## config.mk

```make
export PLATFORM = sky130hd
export DESIGN_NAME = full_adder
export DESIGN_NICKNAME = d
export VERILOG_FILES = /design/src/rtl/full_adder.sv
export SDC_FILE = /design/constraint.sdc
export NUM_CORES = 1
export LEC_CHECK = 0
export BUFFER_PORTS_ARGS = -buffer_cell sky130_fd_sc_hd__buf_2
export CAP_MARGIN = 20
export CORE_AREA = 2 2 39 41
export DETAILED_ROUTE_END_ITERATION = 12
export DIE_AREA = 0 0 41 43
export PLACE_DENSITY = 0.42
export REMOVE_ABC_BUFFERS = 1
export SLEW_MARGIN = 10
export SYNTH_ARGS = -nofsm -noshare
export SYNTH_HDL_FRONTEND = slang
export SYNTH_SLANG_ARGS = --single-unit
```

## constraint.sdc

```tcl
create_clock -name clk -period 1.99 [get_ports clk]
set_input_delay 0.199 -clock clk [delete_from_list [all_inputs] [get_ports clk]]
set_output_delay 0.199 -clock clk [all_outputs]
set_load 0.02 [all_outputs]
```

## src/rtl/full_adder.sv

```systemverilog
// Ripple-carry adder built from chained 1-bit full-adder cells, with a
// combinational sum/carry/overflow path and an enable-captured registered copy.

module full_adder_cell (
  input  logic a,
  input  logic b,
  input  logic ci,
  output logic s,
  output logic co
);

  assign s  = a ^ b ^ ci;
  assign co = (a & b) | (a & ci) | (b & ci);

endmodule

module full_adder #(
  parameter int WIDTH = 1
) (
  input  logic             clk,
  input  logic             rst,
  input  logic [WIDTH-1:0] a,
  input  logic [WIDTH-1:0] b,
  input  logic             c,
  input  logic             en,
  output logic [WIDTH-1:0] sum,
  output logic             cout,
  output logic             ovf,
  output logic [WIDTH-1:0] sum_q,
  output logic             cout_q,
  output logic             ovf_q,
  output logic             valid_q
);

  // carry[i] is the carry into bit i; carry[WIDTH] is the carry-out
  logic [WIDTH:0] carry;

  assign carry[0] = c;

  for (genvar i = 0; i < WIDTH; i++) begin : g_cell
    full_adder_cell u_cell (
      .a  (a[i]),
      .b  (b[i]),
      .ci (carry[i]),
      .s  (sum[i]),
      .co (carry[i+1])
    );
  end

  assign cout = carry[WIDTH];
  // Signed overflow: carry into the MSB disagrees with carry out of it
  assign ovf  = carry[WIDTH-1] ^ carry[WIDTH];

  always_ff @(posedge clk) begin
    if (rst) begin
      sum_q   <= '0;
      cout_q  <= 1'b0;
      ovf_q   <= 1'b0;
      valid_q <= 1'b0;
    end else begin
      valid_q <= en;
      if (en) begin
        sum_q  <= sum;
        cout_q <= cout;
        ovf_q  <= ovf;
      end
    end
  end

endmodule

```

==> run metrics, run 1 <==
Layout fillers=157; clk buf depth=2; Post-CTS Repair Setup Buffers=0; MaxCap Viol Count=0; CTS root buffer=clkbuf_4; Num CTS Buffers=3; worst-path maximum fanout=3; wire per inst=9.222 um; register clock-pin slew on the reported worst setup and hold paths=0.04 ns; Mapped Area=162.7 um2; TritonCTS clock tree=built; Netlist cell types=8; status=finished, final reports clean; worst reg2reg setup slack=around 1.4 ns; mux contribution to synthesized area=12.31%; Initial Util=11.75%; DR pass1 iterations=1; Yosys top cell area share=49.23%; # rows=14; register area=around 80 um2; First DRT Iteration DRCs=0; worst flop-to-flop path startpoint=ovf_q; worst slew pin tran=0.2301 ns; Critical Path, Cell by Cell=buf_2 > fa_1 > xnor2_1 > inv_1 > buf_2; Antenna Diode Count=0; multi-input logic area=slightly below 80 um2; CP Buf/Inv Count=3; Hold Buf Count CTS=0; first-pass GRT wire length=531 um; most frequent CP cell=buf_2; die area=1763 um2; Yosys top cell by area=dfxtp_1; Tmin final=1.453 ns; clock sink count=4; placer's final routability congestion estimate=approximately 0.60; vias in the first global route=143; Slew Viols, Final=0; Skew-Pair Late Insertion Delay=0.24 ns; H-tree depth=1; f_max=between 600 and 700 MHz; via/cell ratio=3.400; reg2reg path depth=2; Hold EP=ovf_q; Top delay family on crit path=adder cells; cts repair resizes=0; share of layout cells above drive strength 1=55.17%; Cells after Synth=14; register area share after synthesis=49.23%; Pleak=0.0001347 uW; Slowest cell on crit path=fa_1; setup TNS=0 ns; R2R Path End=ovf_q; placed cell area=242.7 um2; top cells by area, synth=dfxtp_1 49%, fa_1 12%, mux2i_1 12%; Peak VDD IR=126.7 uV; Die W=around 41 um; relative slew slack=84.55%; syn avg cell area=11.62 um2; worst hold slack=0.1661 ns; Compound-Gate Fraction of Synth Area=approximately 7.7%; worst clock skew=0 ns; IO Port Bufs=12; Synth Area in Adders=12.31%; via count=153; Design Area, Final=265.3 um2; Remaining DRCs=0; num ports=13; crit path DAT=1.25 ns; drt total wl=415 um; Worst setup EP type=output port; Final Hold Violating Endpoints=0; Pwr Density=951.5 nW/um2; Post-Synth XOR/XNOR Area=5.385%; layout overhead on the synthesized area=63.08%; initial antenna violation count=0; Post-Layout Cell Count=45; gr usage total=around 5.2%; global route overflow=0; WHS Path Cells=2; post-route ant nets=0; WS Path Type=in -> out; Post-Route Utilization=19.17%; Core ar.=1384 um2; Req. time, crit path=between 1.5 and 2 ns; setup violators final=0; largest family of logic cells by synthesized area=adder cells; largest net degree at the start of global routing=6; Layout Nets=38; Tcrit/Tclk final=72.99%; hold path start=rst; post-synthesis simple-gate area fraction=10.77%; setup repair after global routing missed its margin=no; Cells after DPL=between 40 and 50; synth warn=0; Yosys reg bits=4; critical path's largest stage delay=0.47 ns; Setup crit start kind=input port; HP Class=in -> reg; Vert. Die Dim=43 um
## flip-flops by register name, summed over array words and instances, names as in the netlist
register / cells
valid_q: 1
sum_q: 1
ovf_q: 1
cout_q: 1
## where the power goes
part / leakage (uW) / switching [uW] / internal [uW]
registers: 0.0000332 / 2.57 / 86.7
clock network: 0.0000138 / 37.7 / 67.8
logic: 0.0000877 / 35.4 / 22.3
total: 0.000135 / 75.7 / 177
## metal layers
layer  vias to the layer above  share of wire (%)  GRT usage (%)
li1                         75                  -              -
met1                        62                 51          6.452
met2                        14                 34          5.313
met3                         2                 11              0
met4                         0                4.3          10.00
met5                         -                  0              0
## cells by family (layout without fill, tap and decap cells)
| logic type | after synthesis | count (layout) |
|---|---|---|
| muxes | 2 | 2 |
| xor gates and xnor gates | 1 | 1 |
| DFF | 4 | 4 |
| AOI/OAI and AO/OA | 1 | 1 |
| buffers and inverters | 1 | 16 |
| and+or+nand+nor | 4 | 4 |
| adders and majority gates | 1 | 1 |
## final cells by class
| type | instances | share of cell area [%] |
|---|---|---|
| Timing Repair Buffer | 12 | 22.64 |
| Clock buffer | 3 | 8.491 |
| Inverter | 1 | 1.415 |
| Tap cell | 16 | 7.547 |
| Multi-Input combinational cell | 9 | 29.72 |
| Sequential cell | 4 | 30.19 |
## per-stage QoR
stage / worst slack (ns) / total power (uW)
3_3_place_gp: 0.5290 / 149.2
3_5_place_dp: 0.5308 / 149.1
6_report: 0.5375 / 252.4
4_1_cts: 0.5292 / 258.2
2_1_floorplan: 0.6378 / 126.4
5_1_grt: 0.4699 / 262.9
## cells in the final DEF (no fill, tap or decap)
master / synthesis / final
buf_2: 0 / 12
dfxtp_1: 4 / 4
nor2_1: 3 / 3
clkbuf_4: 0 / 3
mux2i_1: 2 / 2
xnor2_1: 1 / 1
inv_1: 1 / 1
nor2b_1: 1 / 1
a211oi_2: 1 / 1
fa_1: 1 / 1
## synthesized netlist by cell type
| library cell | number |
|---|---|
| fa_1 | 1 |
| nor2_1 | 3 |
| nor2b_1 | 1 |
| mux2i_1 | 2 |
| xnor2_1 | 1 |
| a211oi_2 | 1 |
| dfxtp_1 | 4 |
| inv_1 | 1 |
## how the worst max path moves through the flow
stage | start | end | slack (ns) | cells after the start
after detailed placement | a | ovf | 0.53 | 5
after CTS | a | ovf | 0.53 | 5
final | a | ovf | 0.54 | 5
after floorplan | a | ovf | 0.64 | 3
after global routing | a | ovf | 0.47 | 5
after global placement | a | ovf | 0.53 | 5
No activity file was read; power rests on OpenSTA's default activity.
==> run 2, diff against run 1 <==
--- a/config.mk
+++ b/config.mk
@@ -5,12 +5,13 @@
 export SDC_FILE = /design/constraint.sdc
 export NUM_CORES = 1
 export LEC_CHECK = 0
+export ABC_AREA = 1
 export BUFFER_PORTS_ARGS = -buffer_cell sky130_fd_sc_hd__buf_2
 export CAP_MARGIN = 20
 export CORE_AREA = 2 2 39 41
 export DETAILED_ROUTE_END_ITERATION = 12
 export DIE_AREA = 0 0 41 43
-export PLACE_DENSITY = 0.42
+export PLACE_DENSITY = 0.44
 export REMOVE_ABC_BUFFERS = 1
 export SLEW_MARGIN = 10
 export SYNTH_ARGS = -nofsm -noshare
==> constraint.sdc (replaced) <==
create_clock -name clk -period 1.19 [get_ports clk]
set_input_delay 0.119 -clock clk [delete_from_list [all_inputs] [get_ports clk]]
set_output_delay 0.119 -clock clk [all_outputs]
set_load 0.02 [all_outputs]
==> run 2 against run 1 <==
Against the previous run:
- utilization is 0.99 points higher
- clock power grew 57%
- sequential power is 66% higher
- via count grew 22%
- critical path type unchanged
- critical endpoint unchanged
- highest routed layer is now met3
==> run metrics, run 2 <==
status=finished, final reports clean; syn avg cell area=7.562 um2; Num CTS Buffers=3; Hold Buf Count CTS=0; via count=187; wire per inst=7.556 um; Design Area, Final=279.0 um2; Pwr Density=1448 nW/um2; layout overhead on the synthesized area=60.43%; Yosys top cell area share=a little under half; via/cell ratio=3.463; Core ar.=1384 um2; worst slew pin tran=around 0.11 ns; Tcrit/Tclk final=90.39%; commonest cells in the netlist=8 x nand2_1, 4 x dfxtp_1, 4 x inv_1; Skew-Pair Late Insertion Delay=0.23 ns; initial antenna violation count=0; drt total wl=408 um; Netlist cell types=8; WHS Path Cells=2; Slew Viols, Final=0; HP Class=in -> reg; hold path start=rst; gr usage total=under 10%; crit path DAT=0.96 ns; Antenna Diode Count=0; IO Port Bufs=12; Most used DFF post-synth=dfxtp_1; Worst setup EP type=output port; multi-input logic area=81.33 um2; register area=~80 um2; H-tree depth=1; Yosys reg bits=4; CTS root buffer=clkbuf_4; EDFF count, synth=0; Tmin final=1.076 ns; most common cell after layout, fill and taps aside=buf_2; Worst Setup SP=a; First DRT Iteration DRCs=6; count leader, synth=nand2_1; Req. time, crit path=1.07 ns; DR pass1 iterations=4; num ports=13; Cells after Synth=23; top cells by area, synth=dfxtp_1 46%, nand2_1 17%, fa_1 12%; Peak VDD IR=between 400 and 500 uV; clock sink count=4; Die W=41 um; largest net degree at the start of global routing=6; placed cell area=approximately 250 um2; # rows=14; commonest non-fill, non-tap cells in the layout=12 x buf_2, 8 x nand2_1, 4 x inv_1, 4 x dfxtp_1, 3 x clkbuf_4; share of layout cells above drive strength 1=44.74%; worst setup path end=ovf; Pleak=~0.00016 uW; worst clock skew=0 ns; worst hold slack=0.1047 ns; MaxCap Viol Count=0; worst flop-to-flop path startpoint=ovf_q; clk buf depth=2; die area=between 1500 and 2000 um2; placer's final routability congestion estimate=between 0.6 and 0.7; f_max=929.7 MHz; setup repair after global routing missed its margin=no; Layout fillers=~170; worst reg2reg setup slack=between 0.5 and 0.6 ns; ys async rst share=0%; register area share after synthesis=46.04%; Setup crit start kind=input port; DP HPWL=322 um; first-pass GRT wire length=655 um; post-route ant nets=0; Layout Nets=47; global route overflow=0; worst-path maximum fanout=4; Mapped Area=173.9 um2; vias in the first global route=179; setup violators final=0; Initial Util=12.57%; synth warn=0; register clock-pin slew on the reported worst setup and hold paths=0.04 ns; R2R Path End=ovf_q; setup TNS=0 ns; Remaining DRCs=0; Yosys top cell by area=dfxtp_1; WS Path Type=in -> out; relative slew slack=slightly above 90%; TritonCTS clock tree=built; Final Hold Violating Endpoints=0; reg2reg path depth=4; Vert. Die Dim=43 um
## run 2: changes by cell type after synthesis, moves of 2 or more
cell     delta
a21oi_1     +2
inv_1       +3
mux2i_1     -2
nand2_1     +8
## run 2: layout make-up
| type | count | share of cell area (%) |
|---|---|---|
| well taps | 16 | 7.175 |
| flip-flops and latches | 4 | 28.70 |
| repair buffers | 12 | 21.52 |
| inverters | 4 | 5.381 |
| multi-input cells | 15 | 29.15 |
| clock buffers | 3 | 8.072 |
## run 2: cells by family (layout without fill, tap and decap cells)
logic type,Yosys count,count (layout),share of synthesized area (%)
adders and majority gates,1,1,11.51
AOI/OAI and AO/OA,2,2,5.756
and+or+nand+nor,12,12,28.06
buffers and inverters,4,19,8.631
DFF,4,4,46.05
## run 2: repair_timing
item | 4_1_cts | 5_1_grt
gates resized for setup | 0 | 1
setup endpoints to repair | 0 | 1
buffers inserted | 0 | 0
## run 2: how the worst min path moves through the flow
stage,slack [ns],to
after global placement,0.34,sum_q
after global routing,0.11,cout_q
after CTS,0.1,cout_q
final,0.10,cout_q
after detailed placement,0.35,cout_q
after floorplan,0.19,cout_q
## run 2: critical path, cell delays in order
cell     delay (ns)
buf_2          0.11
fa_2           0.41
inv_1          0.06
nand2_1        0.06
nand2_1        0.05
buf_2          0.15
## run 2: metrics by stage
| step | instances | setup slack [ns] | total power, uW | utilization [%] |
|---|---|---|---|---|
| 3_5_place_dp | 51 | 0.03608 | 240.7 | 18.35 |
| 5_1_grt | 54 | 0.05254 | 441.4 | 20.16 |
| 2_1_floorplan | 23 | 0.1044 | 207.0 | - |
| 3_3_place_gp | 51 | 0.03774 | 240.6 | 18.35 |
| 4_1_cts | 54 | 0.03409 | 418.1 | 19.98 |
| 6_report | 54 | 0.1143 | 404.1 | 20.16 |
## run 2: power by group
| group | leakage (uW) | internal [uW] | total, uW | switching [uW] |
|---|---|---|---|---|
| sequential | 0.0000331 | 144 | 148 | 3.65 |
| combinational | 0.000110 | 33.7 | 90.7 | 57.0 |
| clock | 0.0000138 | 113 | 165 | 52.8 |
| total | 0.000157 | 291 | 404 | 113 |
## run 2: layer usage
| metal | up-vias | share of wire, % | track usage, % |
|---|---|---|---|
| li1 | 98 | - | - |
| met1 | 81 | 39 | 6.109 |
| met2 | 8 | 47 | 7.813 |
| met3 | 0 | 14 | 9.424 |
| met4 | 0 | 0 | 0 |
| met5 | - | 0 | 0 |
==> run 3, diff against run 2 <==
--- a/config.mk
+++ b/config.mk
@@ -11,7 +11,6 @@
 export CORE_AREA = 2 2 39 41
 export DETAILED_ROUTE_END_ITERATION = 12
 export DIE_AREA = 0 0 41 43
-export PLACE_DENSITY = 0.44
 export REMOVE_ABC_BUFFERS = 1
 export SLEW_MARGIN = 10
 export SYNTH_ARGS = -nofsm -noshare
==> run 3 against run 2 <==
Against the previous run:
- clock skew unchanged
- clock power down 2%
- critical path depth stayed put
- maximum frequency up 0.30%
- sequential cell count unchanged
- cell count stayed put
- via count up 0.53%
- hold slack worse by 0.0019 ns
- register-to-register slack about the same
- wire length fell by 11%
- critical path type unchanged
- largest cell class unchanged
==> run metrics, run 3 (synthesis results as in run 2) <==
CTS root buffer=clkbuf_4; layout overhead on the synthesized area=60.43%; Hold Buf Count CTS=0; clock sink count=4; IO Port Bufs=12; commonest non-fill, non-tap cells in the layout=12 x buf_2, 8 x nand2_1, 4 x inv_1, 4 x dfxtp_1, 3 x clkbuf_4; Design Area, Final=279.0 um2; setup TNS=0 ns; via count=188; DP HPWL=306.8 um; cts repair resizes=0; vias in the first global route=152; post-route ant nets=0; Core ar.=around 1400 um2; Vert. Die Dim=43 um; placed cell area=around 250 um2; HP Class=in -> reg; relative slew slack=92.47%; Pwr Density=1431 nW/um2; Initial Util=12.57%; register clock-pin slew on the reported worst setup and hold paths=0.04 ns; Slowest cell on crit path=fa_2; wire per inst=6.759 um; worst clock skew=0 ns; Tmin final=1.072 ns; R2R Path End=ovf_q; Hold EP=sum_q; worst reg2reg setup slack=0.54 ns; Critical Path, Cell by Cell=buf_2 > fa_2 > inv_1 > nand2_1 > nand2_1 > buf_2; Layout Nets=47; Remaining DRCs=0; TritonCTS clock tree=built; Final Hold Violating Endpoints=0; f_max=between 900 and 1000 MHz; setup repair after global routing missed its margin=no; Tcrit/Tclk final=90.12%; Die W=between 40 and 50 um; placer's final routability congestion estimate=just under 0.7; clk buf depth=2; WHS Path Cells=2; H-tree depth=1; Slew Viols, Final=0; critical path's largest stage delay=0.41 ns; Req. time, crit path=1.07 ns; First DRT Iteration DRCs=1; num ports=13; largest net degree at the start of global routing=6; die area=1763 um2; setup violators final=0; Layout fillers=roughly 160; initial antenna violation count=0; hold path start=rst; Skew-Pair Late Insertion Delay=roughly 0.23 ns; share of layout cells above drive strength 1=~45%; via/cell ratio=3.481; # rows=14; Num CTS Buffers=3; gr usage total=5.025%; Post-CTS Repair Setup Buffers=0; most common cell after layout, fill and taps aside=buf_2; first-pass GRT wire length=572 um; worst flop-to-flop path startpoint=ovf_q; worst slew pin tran=0.1125 ns; worst-path maximum fanout=4; status=finished, final reports clean; Pleak=0.0001569 uW; WS Path Type=in -> out; global route overflow=0; Peak VDD IR=approximately 660 uV; Setup crit start kind=input port; Worst setup EP type=output port; MaxCap Viol Count=0; DR pass1 iterations=3; reg2reg path depth=4; Antenna Diode Count=0; crit path DAT=0.95 ns; drt total wl=365 um
run 3: cell counts in the layout (fill, tap and decap cells not counted):
No cell type changed its count.
run 3: worst max-delay path, delay by kind of cell:
kind	cells	cell delay [ns]
AND/OR/NAND/NOR	2	0.10
adder cells (fa/ha/maj)	1	0.41
buffers and inverters	3	0.32
run 3: per-layer routing:
layer,vias up,GRT usage (%),routed length [um]
met4,0,0,0
met1,76,6.452,173
met5,-,0,0
li1,102,-,-
met2,10,5.625,140
met3,0,6.283,51
run 3: layout make-up:
| type | count | area (um2) | share of cell area [%] |
|---|---|---|---|
| clock buffer | 3 | 22.52 | 8.072 |
| inverter | 4 | 15.01 | 5.381 |
| multi-input combinational | 15 | 81.33 | 29.15 |
| sequential | 4 | 80.08 | 28.70 |
| tap | 16 | 20.02 | 7.175 |
| timing repair buffer | 12 | 60.06 | 21.52 |
run 3: worst max-delay path by stage:
stage / start / to / slack [ns]
5_1_grt: a / ovf / 0.05
2_1_floorplan: a / ovf / 0.10
4_1_cts: a / ovf / 0.03
3_5_place_dp: a / ovf / 0.03
3_3_place_gp: a / ovf / 0.03
6_report: a / ovf / 0.12
run 3: where the power goes:
| group | internal [uW] | switching [uW] |
|---|---|---|
| logic | 33.8 | 56.5 |
| clock network | 112 | 48.6 |
| registers | 144 | 3.74 |
| total | 290 | 109 |
run 3: metrics by stage:
step	setup WS, ns	util, %	hold slack [ns]	total power, uW	std cells
floorplan	0.1044	-	0.1881	207.0	23
global placement	0.03333	18.35	0.3395	240.8	51
detailed placement	0.03354	18.35	0.3416	241.1	51
CTS	0.02859	19.98	0.09430	411.5	54
global route	0.05349	20.16	0.1034	435.3	54
finish	0.1176	20.16	0.1028	399.3	54
